### config.mk
export PLATFORM = sky130hd
export DESIGN_NAME = key_mapper_flat
export DESIGN_NICKNAME = d
export VERILOG_FILES = /design/src/rtl/key_mapper_if.sv /design/src/rtl/key_mapper.sv /design/src/flat_wrapper.sv
export SDC_FILE = /design/constraint.sdc
export NUM_CORES = 1
export LEC_CHECK = 0
export CAP_MARGIN = 30
export CORE_ASPECT_RATIO = 1.1
export CORE_UTILIZATION = 25
export DETAILED_ROUTE_END_ITERATION = 8
export DONT_BUFFER_PORTS = 1
export RECOVER_POWER = 25
export SYNTH_ARGS = -nofsm -noshare
export SYNTH_HDL_FRONTEND = slang
export SYNTH_SLANG_ARGS = --single-unit
export TNS_END_PERCENT = 20
### constraint.sdc
create_clock -name clk -period 4 [get_ports clk]
set_clock_uncertainty 0.2 [all_clocks]
set_input_delay 0.8 -clock clk [delete_from_list [all_inputs] [get_ports clk]]
set_output_delay 0.8 -clock clk [all_outputs]
set_load 0.01 [all_outputs]
### src/rtl/key_mapper_if.sv
// Keypad front-end bus: raw buttons and mode requests in, mapped key stream out.
interface key_mapper_if #(
  parameter int unsigned NUM_KEYS = 12
);
  logic [NUM_KEYS-1:0] btn_in;
  logic [1:0]          req_key_mode;
  logic                req_mode_change;
  logic [10:0]         key_mapped;
  logic                key_valid;
  logic                key_pressed;
  logic [1:0]          key_mode;

  modport master (
    output btn_in, req_key_mode, req_mode_change,
    input  key_mapped, key_valid, key_pressed, key_mode
  );

  modport slave (
    input  btn_in, req_key_mode, req_mode_change,
    output key_mapped, key_valid, key_pressed, key_mode
  );
endinterface

### src/rtl/key_mapper.sv
// Keypad synchroniser, debouncer and mode-dependent key code mapper.
// Optional auto-repeat in non-Morse modes: define KEY_MAPPER_AUTOREPEAT_EN.
module key_mapper #(
  parameter int unsigned NUM_KEYS      = 12,
  parameter int unsigned DEB_CYCLES    = 2000,
  parameter int unsigned REPEAT_DELAY  = 50000,
  parameter int unsigned REPEAT_PERIOD = 10000
) (
  input logic         clk,
  input logic         rst,
  key_mapper_if.slave bus
);
  localparam int unsigned IDX_W = $clog2(NUM_KEYS);
  localparam int unsigned CNT_W = $clog2(DEB_CYCLES + 1);
  localparam logic [CNT_W-1:0] CNT_MAX = CNT_W'(DEB_CYCLES - 1);

  if (NUM_KEYS < 2 || NUM_KEYS > 16 || DEB_CYCLES < 1 ||
      REPEAT_DELAY < 1 || REPEAT_PERIOD < 1) begin : g_param_check
    $error("key_mapper: parameter out of range");
  end

  typedef enum logic [1:0] {IDLE, DEB_PRESS, HELD, DEB_REL} state_t;

  state_t              state_q, state_d;
  logic [CNT_W-1:0]    cnt_q, cnt_d;
  logic [IDX_W-1:0]    act_idx_q, act_idx_d;
  logic [10:0]         mapped_q, mapped_d;
  logic                valid_q, valid_d, valid_nx;
  logic                pressed_q, pressed_d;
  logic [1:0]          mode_q, mode_d;
  logic [1:0]          pending_q, pending_d;
  logic [NUM_KEYS-1:0] sync_meta, btn_sync;
  logic [IDX_W-1:0]    low_idx;
  logic                act_btn;

  // Two-flop synchroniser on the raw buttons
  always_ff @(posedge clk) begin
    if (rst) begin
      sync_meta <= '0;
      btn_sync  <= '0;
    end else begin
      sync_meta <= bus.btn_in;
      btn_sync  <= sync_meta;
    end
  end

  always_comb begin
    low_idx = '0;
    for (int i = int'(NUM_KEYS) - 1; i >= 0; i--) begin
      if (btn_sync[i]) low_idx = IDX_W'(i);
    end
  end

  assign act_btn = btn_sync[act_idx_q];

  function automatic logic [10:0] map_key(input logic [1:0] mode, input logic [IDX_W-1:0] idx);
    logic [7:0] data;
    data    = 8'(idx);
    map_key = {3'b010, data};
    if (mode == 2'd0) begin
      if (idx == IDX_W'(0))      map_key = {3'b000, 8'd1};
      else if (idx == IDX_W'(1)) map_key = {3'b001, 8'd1};
    end else if (mode == 2'd1 && data < 8'd10) begin
      map_key = {3'b011, 8'h30 + data};
    end
  endfunction

  // Next-state and output decode; mode changes only take effect while idle
  always_comb begin
    state_d   = state_q;
    cnt_d     = cnt_q;
    act_idx_d = act_idx_q;
    mapped_d  = mapped_q;
    valid_d   = 1'b0;
    pressed_d = pressed_q;
    pending_d = bus.req_mode_change ? bus.req_key_mode : pending_q;
    mode_d    = mode_q;
    case (state_q)
      IDLE: begin
        mode_d = pending_d;
        if (|btn_sync) begin
          act_idx_d = low_idx;
          cnt_d     = '0;
          state_d   = DEB_PRESS;
        end
      end
      DEB_PRESS: begin
        if (!act_btn) begin
          state_d = IDLE;
        end else if (cnt_q == CNT_MAX) begin
          state_d   = HELD;
          mapped_d  = map_key(mode_q, act_idx_q);
          valid_d   = 1'b1;
          pressed_d = 1'b1;
        end else begin
          cnt_d = cnt_q + CNT_W'(1);
        end
      end
      HELD: begin
        if (!act_btn) begin
          cnt_d   = '0;
          state_d = DEB_REL;
        end
      end
      DEB_REL: begin
        if (act_btn) begin
          state_d = HELD;
        end else if (cnt_q == CNT_MAX) begin
          state_d   = IDLE;
          pressed_d = 1'b0;
        end else begin
          cnt_d = cnt_q + CNT_W'(1);
        end
      end
      default: state_d = IDLE;
    endcase
  end

`ifdef KEY_MAPPER_AUTOREPEAT_EN
  localparam int unsigned RPT_MAX = (REPEAT_DELAY > REPEAT_PERIOD) ? REPEAT_DELAY : REPEAT_PERIOD;
  localparam int unsigned RPT_W   = $clog2(RPT_MAX + 1);

  logic [RPT_W-1:0] rpt_cnt_q, rpt_cnt_d;
  logic             rpt_first_q, rpt_first_d;
  logic             rpt_fire;

  // Repeat timer: runs while steadily held, frozen across a release bounce
  always_comb begin
    rpt_cnt_d   = rpt_cnt_q;
    rpt_first_d = rpt_first_q;
    rpt_fire    = 1'b0;
    if (state_q == HELD && state_d == HELD && mode_q != 2'd0) begin
      if (rpt_cnt_q == (rpt_first_q ? RPT_W'(REPEAT_DELAY - 1) : RPT_W'(REPEAT_PERIOD - 1))) begin
        rpt_fire    = 1'b1;
        rpt_cnt_d   = '0;
        rpt_first_d = 1'b0;
      end else begin
        rpt_cnt_d = rpt_cnt_q + RPT_W'(1);
      end
    end else if (state_q != DEB_REL || state_d == HELD) begin
      rpt_cnt_d   = '0;
      rpt_first_d = 1'b1;
    end
  end

  always_ff @(posedge clk) begin
    if (rst) begin
      rpt_cnt_q   <= '0;
      rpt_first_q <= 1'b1;
    end else begin
      rpt_cnt_q   <= rpt_cnt_d;
      rpt_first_q <= rpt_first_d;
    end
  end

  assign valid_nx = valid_d | rpt_fire;
`else
  assign valid_nx = valid_d;
`endif

  always_ff @(posedge clk) begin
    if (rst) begin
      state_q   <= IDLE;
      cnt_q     <= '0;
      act_idx_q <= '0;
      mapped_q  <= '0;
      valid_q   <= 1'b0;
      pressed_q <= 1'b0;
      mode_q    <= 2'd0;
      pending_q <= 2'd0;
    end else begin
      state_q   <= state_d;
      cnt_q     <= cnt_d;
      act_idx_q <= act_idx_d;
      mapped_q  <= mapped_d;
      valid_q   <= valid_nx;
      pressed_q <= pressed_d;
      mode_q    <= mode_d;
      pending_q <= pending_d;
    end
  end

  assign bus.key_mapped  = mapped_q;
  assign bus.key_valid   = valid_q;
  assign bus.key_pressed = pressed_q;
  assign bus.key_mode    = mode_q;
endmodule

### src/flat_wrapper.sv
// flat-port wrapper written by rule: the top's interface ports become plain ports
module key_mapper_flat 
#(
  parameter int unsigned NUM_KEYS      = 12,
  parameter int unsigned DEB_CYCLES    = 2000,
  parameter int unsigned REPEAT_DELAY  = 50000,
  parameter int unsigned REPEAT_PERIOD = 10000
)
  (clk, rst, bus_btn_in, bus_req_key_mode, bus_req_mode_change, bus_key_mapped, bus_key_valid, bus_key_pressed, bus_key_mode);
  key_mapper_if #(.NUM_KEYS(NUM_KEYS)) bus_i ();
  input logic clk;
  input logic rst;
  input wire logic [$bits(bus_i.btn_in)-1:0] bus_btn_in;
  input wire logic [$bits(bus_i.req_key_mode)-1:0] bus_req_key_mode;
  input wire logic [$bits(bus_i.req_mode_change)-1:0] bus_req_mode_change;
  output wire logic [$bits(bus_i.key_mapped)-1:0] bus_key_mapped;
  output wire logic [$bits(bus_i.key_valid)-1:0] bus_key_valid;
  output wire logic [$bits(bus_i.key_pressed)-1:0] bus_key_pressed;
  output wire logic [$bits(bus_i.key_mode)-1:0] bus_key_mode;
  assign bus_i.btn_in = bus_btn_in;
  assign bus_i.req_key_mode = bus_req_key_mode;
  assign bus_i.req_mode_change = bus_req_mode_change;
  assign bus_key_mapped = bus_i.key_mapped;
  assign bus_key_valid = bus_i.key_valid;
  assign bus_key_pressed = bus_i.key_pressed;
  assign bus_key_mode = bus_i.key_mode;
  key_mapper #(.NUM_KEYS(NUM_KEYS), .DEB_CYCLES(DEB_CYCLES), .REPEAT_DELAY(REPEAT_DELAY), .REPEAT_PERIOD(REPEAT_PERIOD)) u_core (.clk(clk), .rst(rst), .bus(bus_i));
endmodule
Yosys cells after proc, flatten, opt, wreduce, memory -nomap -nowiden
Cells that the tools add are included.
{ "classes": {"add_sub_neg": 2, "n_lt_le_gt_ge": 2, "eq_ne": 14, "mux": 38, "n_bitwise": 2, "n_reduce_logical": 12} }
{ "op_table": {"columns": ["op", "count"], "rows": [
  ["2-to-1 mux 11 bit", 7],
  ["2-to-1 mux 4 bit", 12],
  ["one-hot mux 11 bit (4 select lines)", 1],
  ["2-to-1 mux 2 bit", 7],
  ["OR reduction 12 bit", 1],
  ["adder 11 x 1 -> 11 bit (second input constant)", 1],
  ["== test 11 bit (second input constant)", 1],
  ["2-to-1 mux 10 bit", 1],
  ["2-to-1 mux 9 bit", 1],
  ["inequality test 2 x 1 -> 1 bit (second input constant)", 4],
  ["one-hot mux 2 bit (4 select lines)", 1],
  ["AND reduction 4 bit", 2],
  ["adder 6 x 4 -> 7 bit (first input constant)", 1],
  ["2-to-1 mux 1 bit", 6],
  ["< comparator 4 x 5 -> 1 bit (second input constant)", 1],
  ["AND reduction 5 bit", 1],
  ["binary-select mux 1 bit (select 4 bit)", 1],
  ["== test 2 x 1 -> 1 bit (second input constant)", 2],
  ["== test 2 bit (second input constant)", 2],
  ["== test 4 x 1 -> 1 bit (second input constant)", 1],
  ["zero test 2 bit", 2],
  ["zero test 4 bit", 1],
  ["< comparator 4 bit (second input constant)", 1],
  ["inequality test 2 bit (second input constant)", 2],
  ["9 further kinds", 10]
]} }
{ "word_totals": {"ff_bits": 58, "output_inout_bits": 15, "word_cells": 80} }

Depth between registers and ports, before layout
{ "depth": {"ltp_word": 12, "mapped_depth": 8} }

Least setup slack after synthesis
No wires, ideal clock.
{ "synth_path": {"path_type": "register to register", "startpoint": "reg u_core.act_idx_q[1]", "endpoint": "reg u_core.cnt_q[7]", "arrival_ns": 2.442, "required_ns": 3.730, "slack_ns": 1.288, "stages_incl_launch_ff": 8, "period_less_slack_ns": 2.712, "cell_sequence": "dfxtp_1 -> mux4_1 -> mux2_4 -> a311o_1 -> or2_0 -> buf_2 -> or3_1 -> a21oi_1"} }
{ "synth_via": {"elab_chain_cells": 4, "elab_cells_between_ends": 6, "classes_between": "eq/ne: 3; mux: 2; reduce/logical: 1"} }
{ "synth_rtl": {"columns": ["item", "line_no", "text"], "rows": [
  ["from (decl)", "key_mapper.sv:26", "logic [IDX_W-1:0] act_idx_q, act_idx_d;"],
  ["from (signal assigned)", "key_mapper.sv:174", "act_idx_q <= act_idx_d;"],
  ["binary-select mux 1 bit (select 4 bit) *", "key_mapper.sv:54", "assign act_btn = btn_sync[act_idx_q];"],
  ["2-to-1 mux 1 bit (not written as such) *", "key_mapper.sv:54", null],
  ["inequality test 2 bit (no line) / inequality test 2 x 1 -> 1 bit (equally long branches)", null, null],
  ["AND reduction 4 bit (no line) *", null, null],
  ["to (signal assigned)", "key_mapper.sv:173", "cnt_q <= cnt_d;"],
  ["to (decl)", "key_mapper.sv:25", "logic [CNT_W-1:0] cnt_q, cnt_d;"]
]} }
Every way passes the cells marked *; elsewhere a longest branch is shown, timed or not. The select of a mux whose other input is x is not followed.
A chain may end at the register's enable or synchronous reset.

Final worst setup path
{ "layout_path": {"startpoint": "reg u_core.act_idx_q[1]", "endpoint": "reg u_core.cnt_q[0]"} }
The elaborated chain is that of the path after synthesis.

==> metrics.txt <==
status=finished, final reports clean; Pre-antenna DRT Iters=4; Worst Setup Path Type=flop to flop; Post-CTS Setup Repair Bufs=0; vias per cell=~4.7; Yosys reg bits=between 50 and 60; largest net degree at the start of global routing=52; total power=just over 1 mW; Iteration-0 DRC Markers=67; CP Max Fanout=7; initial antenna violation count=0; RSZ-0062 raised after global routing=no; grt total ovfl=0; Seq/Total Area, Yosys=between 40% and 50%; actual slew at the worst max-slew pin=slightly below 700 ps; setup TNS=0 ps; Die Footprint=about 9400 µm²; ranking of synthesized cells by area=dfxtp_1 (48%), nor2b_1 (6.9%), mux2i_1 (3.5%); post-CTS sizing=0; Critical Path AT=approximately 3000 ps; count leader, synth=dfxtp_1; Min Clock Period, post-route=around 3000 ps; CTS Buf Count=5; Post-synth top cells=dfxtp_1 (54), nor2b_1 (25), nor2_1 (20), a21oi_1 (15), inv_1 (11); DP Wirelength=2920 µm; RR Endpoint=u_core.cnt_q[0]; Post-synth EDFFs=0; Area Growth Syn to Fin=8.41%; Non-Filler Instances=between 300 and 400; DRC viols=0; Place WS=a little over 1000 ps; LEAKAGE=around 0.87 nW; Antenna Nets Post-Route=0; biggest area consumer among synthesized cells=dfxtp_1; share of layout cells above drive strength 1=roughly 6.2%; HP Class=flop to flop; dpl cells=approximately 350; PortBufs=0; CTS tree=done; Post-synth top flop=dfxtp_1; relative slew slack=54.4%; Netlist Area Pre-Place=between 2000 and 2500 µm²; Max rail drop VDD=between 0.15 and 0.2 mV; fin nets=roughly 260; FFs w/ async S/R, synth=0%; Hold Vio Cnt, Final=0; via count=approximately 1.7k; final setup violation count=0; die width=between 90 and 100 µm; total of max-cap violations=0; GR Util met1=11.5%; Mapped Cells=~240; synth unique cells=46; Die Y-Extent=between 100 and 150 µm; first-pass GRT wire length=a little over 7000 µm; Worst Setup Start Kind=flop; CP endpoint=u_core.cnt_q[0]; flop2flop setup slack=approximately 1000 ps; PwrDens=~420 nW/µm²; io pins=32; H-Tree Depth=2; Clock transition at path regs=110 ps; Syn Area/Cell=9.34 µm²; maximum clock path buffer count=2; CTS sink cnt=between 50 and 60; row count=36; Max Fclk=between 0.3 and 0.4 GHz; Hold Buf Count CTS=0; final RePlAce weighted congestion=approximately 0.8; worst setup margin=between 1000 and 1500 ps; busiest metal layer after global routing=met2; Clk Tree Root Cell=clkbuf_8; area share of the largest cell type after synthesis=between 40% and 50%; Post-Route WL=around 4200 µm; initial core utilization=around a quarter; Critical path origin=u_core.act_idx_q[1]; wire per inst=~12 µm; Worst Reg-to-Reg Cells=6; vias in the first global route=roughly 1.6k; met2 usage=between 10% and 20%; core area=8830 µm²; yosys warns=0; worst skew pair latency=roughly 320 ps; M3 GR Usage=~2.5%; Global Route Usage Sum=under 10%; Final period util=between 70% and 80%; CP required=just over 4000 ps; FF-to-FF Start=u_core.act_idx_q[1]; pins over their slew limit=0; Antenna Cells=0; critical path capture point type=flop
[cells in the final DEF (no fill, tap or decap), types with 2 or more instances in the layout]
cell      synthesis  routed
o21ai_0          10      10
nor2_1           20      20
a21oi_1          15      15
a32o_1            3       3
nor4_1            7       7
mux4_1            2       2
nor3_1            7       7
nor2b_1          25      25
and3_1            3       3
a211o_1           2       2
a211oi_1          6       6
inv_1            11      11
conb_1            1       3
inv_6             0       3
nand2b_1          3       3
mux2i_1           8       8
nand2_1          10      10
o21a_1            2       2
nand3_1          10      10
clkbuf_8          0       5
or2_2             2       2
or3_1             4       4
dfxtp_1          54      54
and4_1            2       2
and4b_1           2       2
o211ai_1          2       2
o32ai_1           2       2
[cell families (layout without fill, tap and decap cells)]
family          count (synthesis)  in the layout  synth area share [%]
simple gates                  101            101                  24.5
fa+ha+maj                       1              1                 0.553
flops                          54             54                  47.8
other cells                     1              3                 0.166
xor+xnor                        1              1                 0.387
mux                            13             13                  8.02
compound gates                 48             48                  13.9
buf+inv                        23             20                  4.59
[worst min path at each step]
| stage | start | slack (ps) | to | cells past startpoint |
|---|---|---|---|---|
| 5_1_grt | u_core.sync_meta[2] | 260 | u_core.btn_sync[2] | 1 |
| 2_1_floorplan | u_core.sync_meta[0] | 210 | u_core.btn_sync[0] | 1 |
| 4_1_cts | u_core.sync_meta[0] | 250 | u_core.btn_sync[0] | 1 |
| 3_3_place_gp | u_core.sync_meta[1] | 220 | u_core.btn_sync[1] | 1 |
| 3_5_place_dp | u_core.sync_meta[4] | 220 | u_core.btn_sync[4] | 1 |
| 6_report | u_core.sync_meta[4] | 240 | u_core.btn_sync[4] | 1 |
[per-stage QoR]
stage               hold slack, ps  area, µm²  utilization, %
floorplan                      214       2270               -
global placement               220       2360            26.7
detailed placement             222       2360            26.7
CTS                            247       2450            27.8
global route                   258       2450            27.8
finish                         244       2450            27.8
[state kept, by name, summed over array words and instances (netlist names), named ones only]
name / count
u_core.sync_meta: 12
u_core.act_idx_q: 4
u_core.cnt_q: 11
u_core.bus.key_valid: 1
u_core.bus.key_mode: 2
u_core.state_q: 1
u_core.pending_q: 2
u_core.btn_sync: 12
u_core.bus.key_pressed: 1
u_core.bus.key_mapped: 7
[worst max-delay path, stage by stage, from the launching register on]
cell	delay, ps
dfxtp_1	470
mux4_1	570
mux2_4	300
a311o_1	420
nor2_1	420
o21ai_0	270
o31ai_1	240
[area by class of cell]
type	instances	area, µm²
Clock buffer	5	68.8
Clock inverter	3	26.3
Fill cell	983	6380
Inverter	11	41.3
Multi-Input combinational cell	167	1080
Sequential cell	54	1080
Tap cell	114	143
Timing Repair Buffer	1	7.51
[routing by layer]
layer | vias to the layer above | share of wire, % | routed length, µm
met1 | 758 | 47 | 1990
met3 | 6 | 4.6 | 195
met4 | 0 | 1.0 | 43
li1 | 855 | - | -
met5 | - | 0 | 0
met2 | 43 | 47 | 1980
[power breakdown]
group	internal, mW	total, mW	switching, mW
sequential	0.561	0.587	0.0264
clock	0.130	0.321	0.191
combinational	0.0512	0.118	0.0666
No activity file was read; power rests on OpenSTA's default activity.
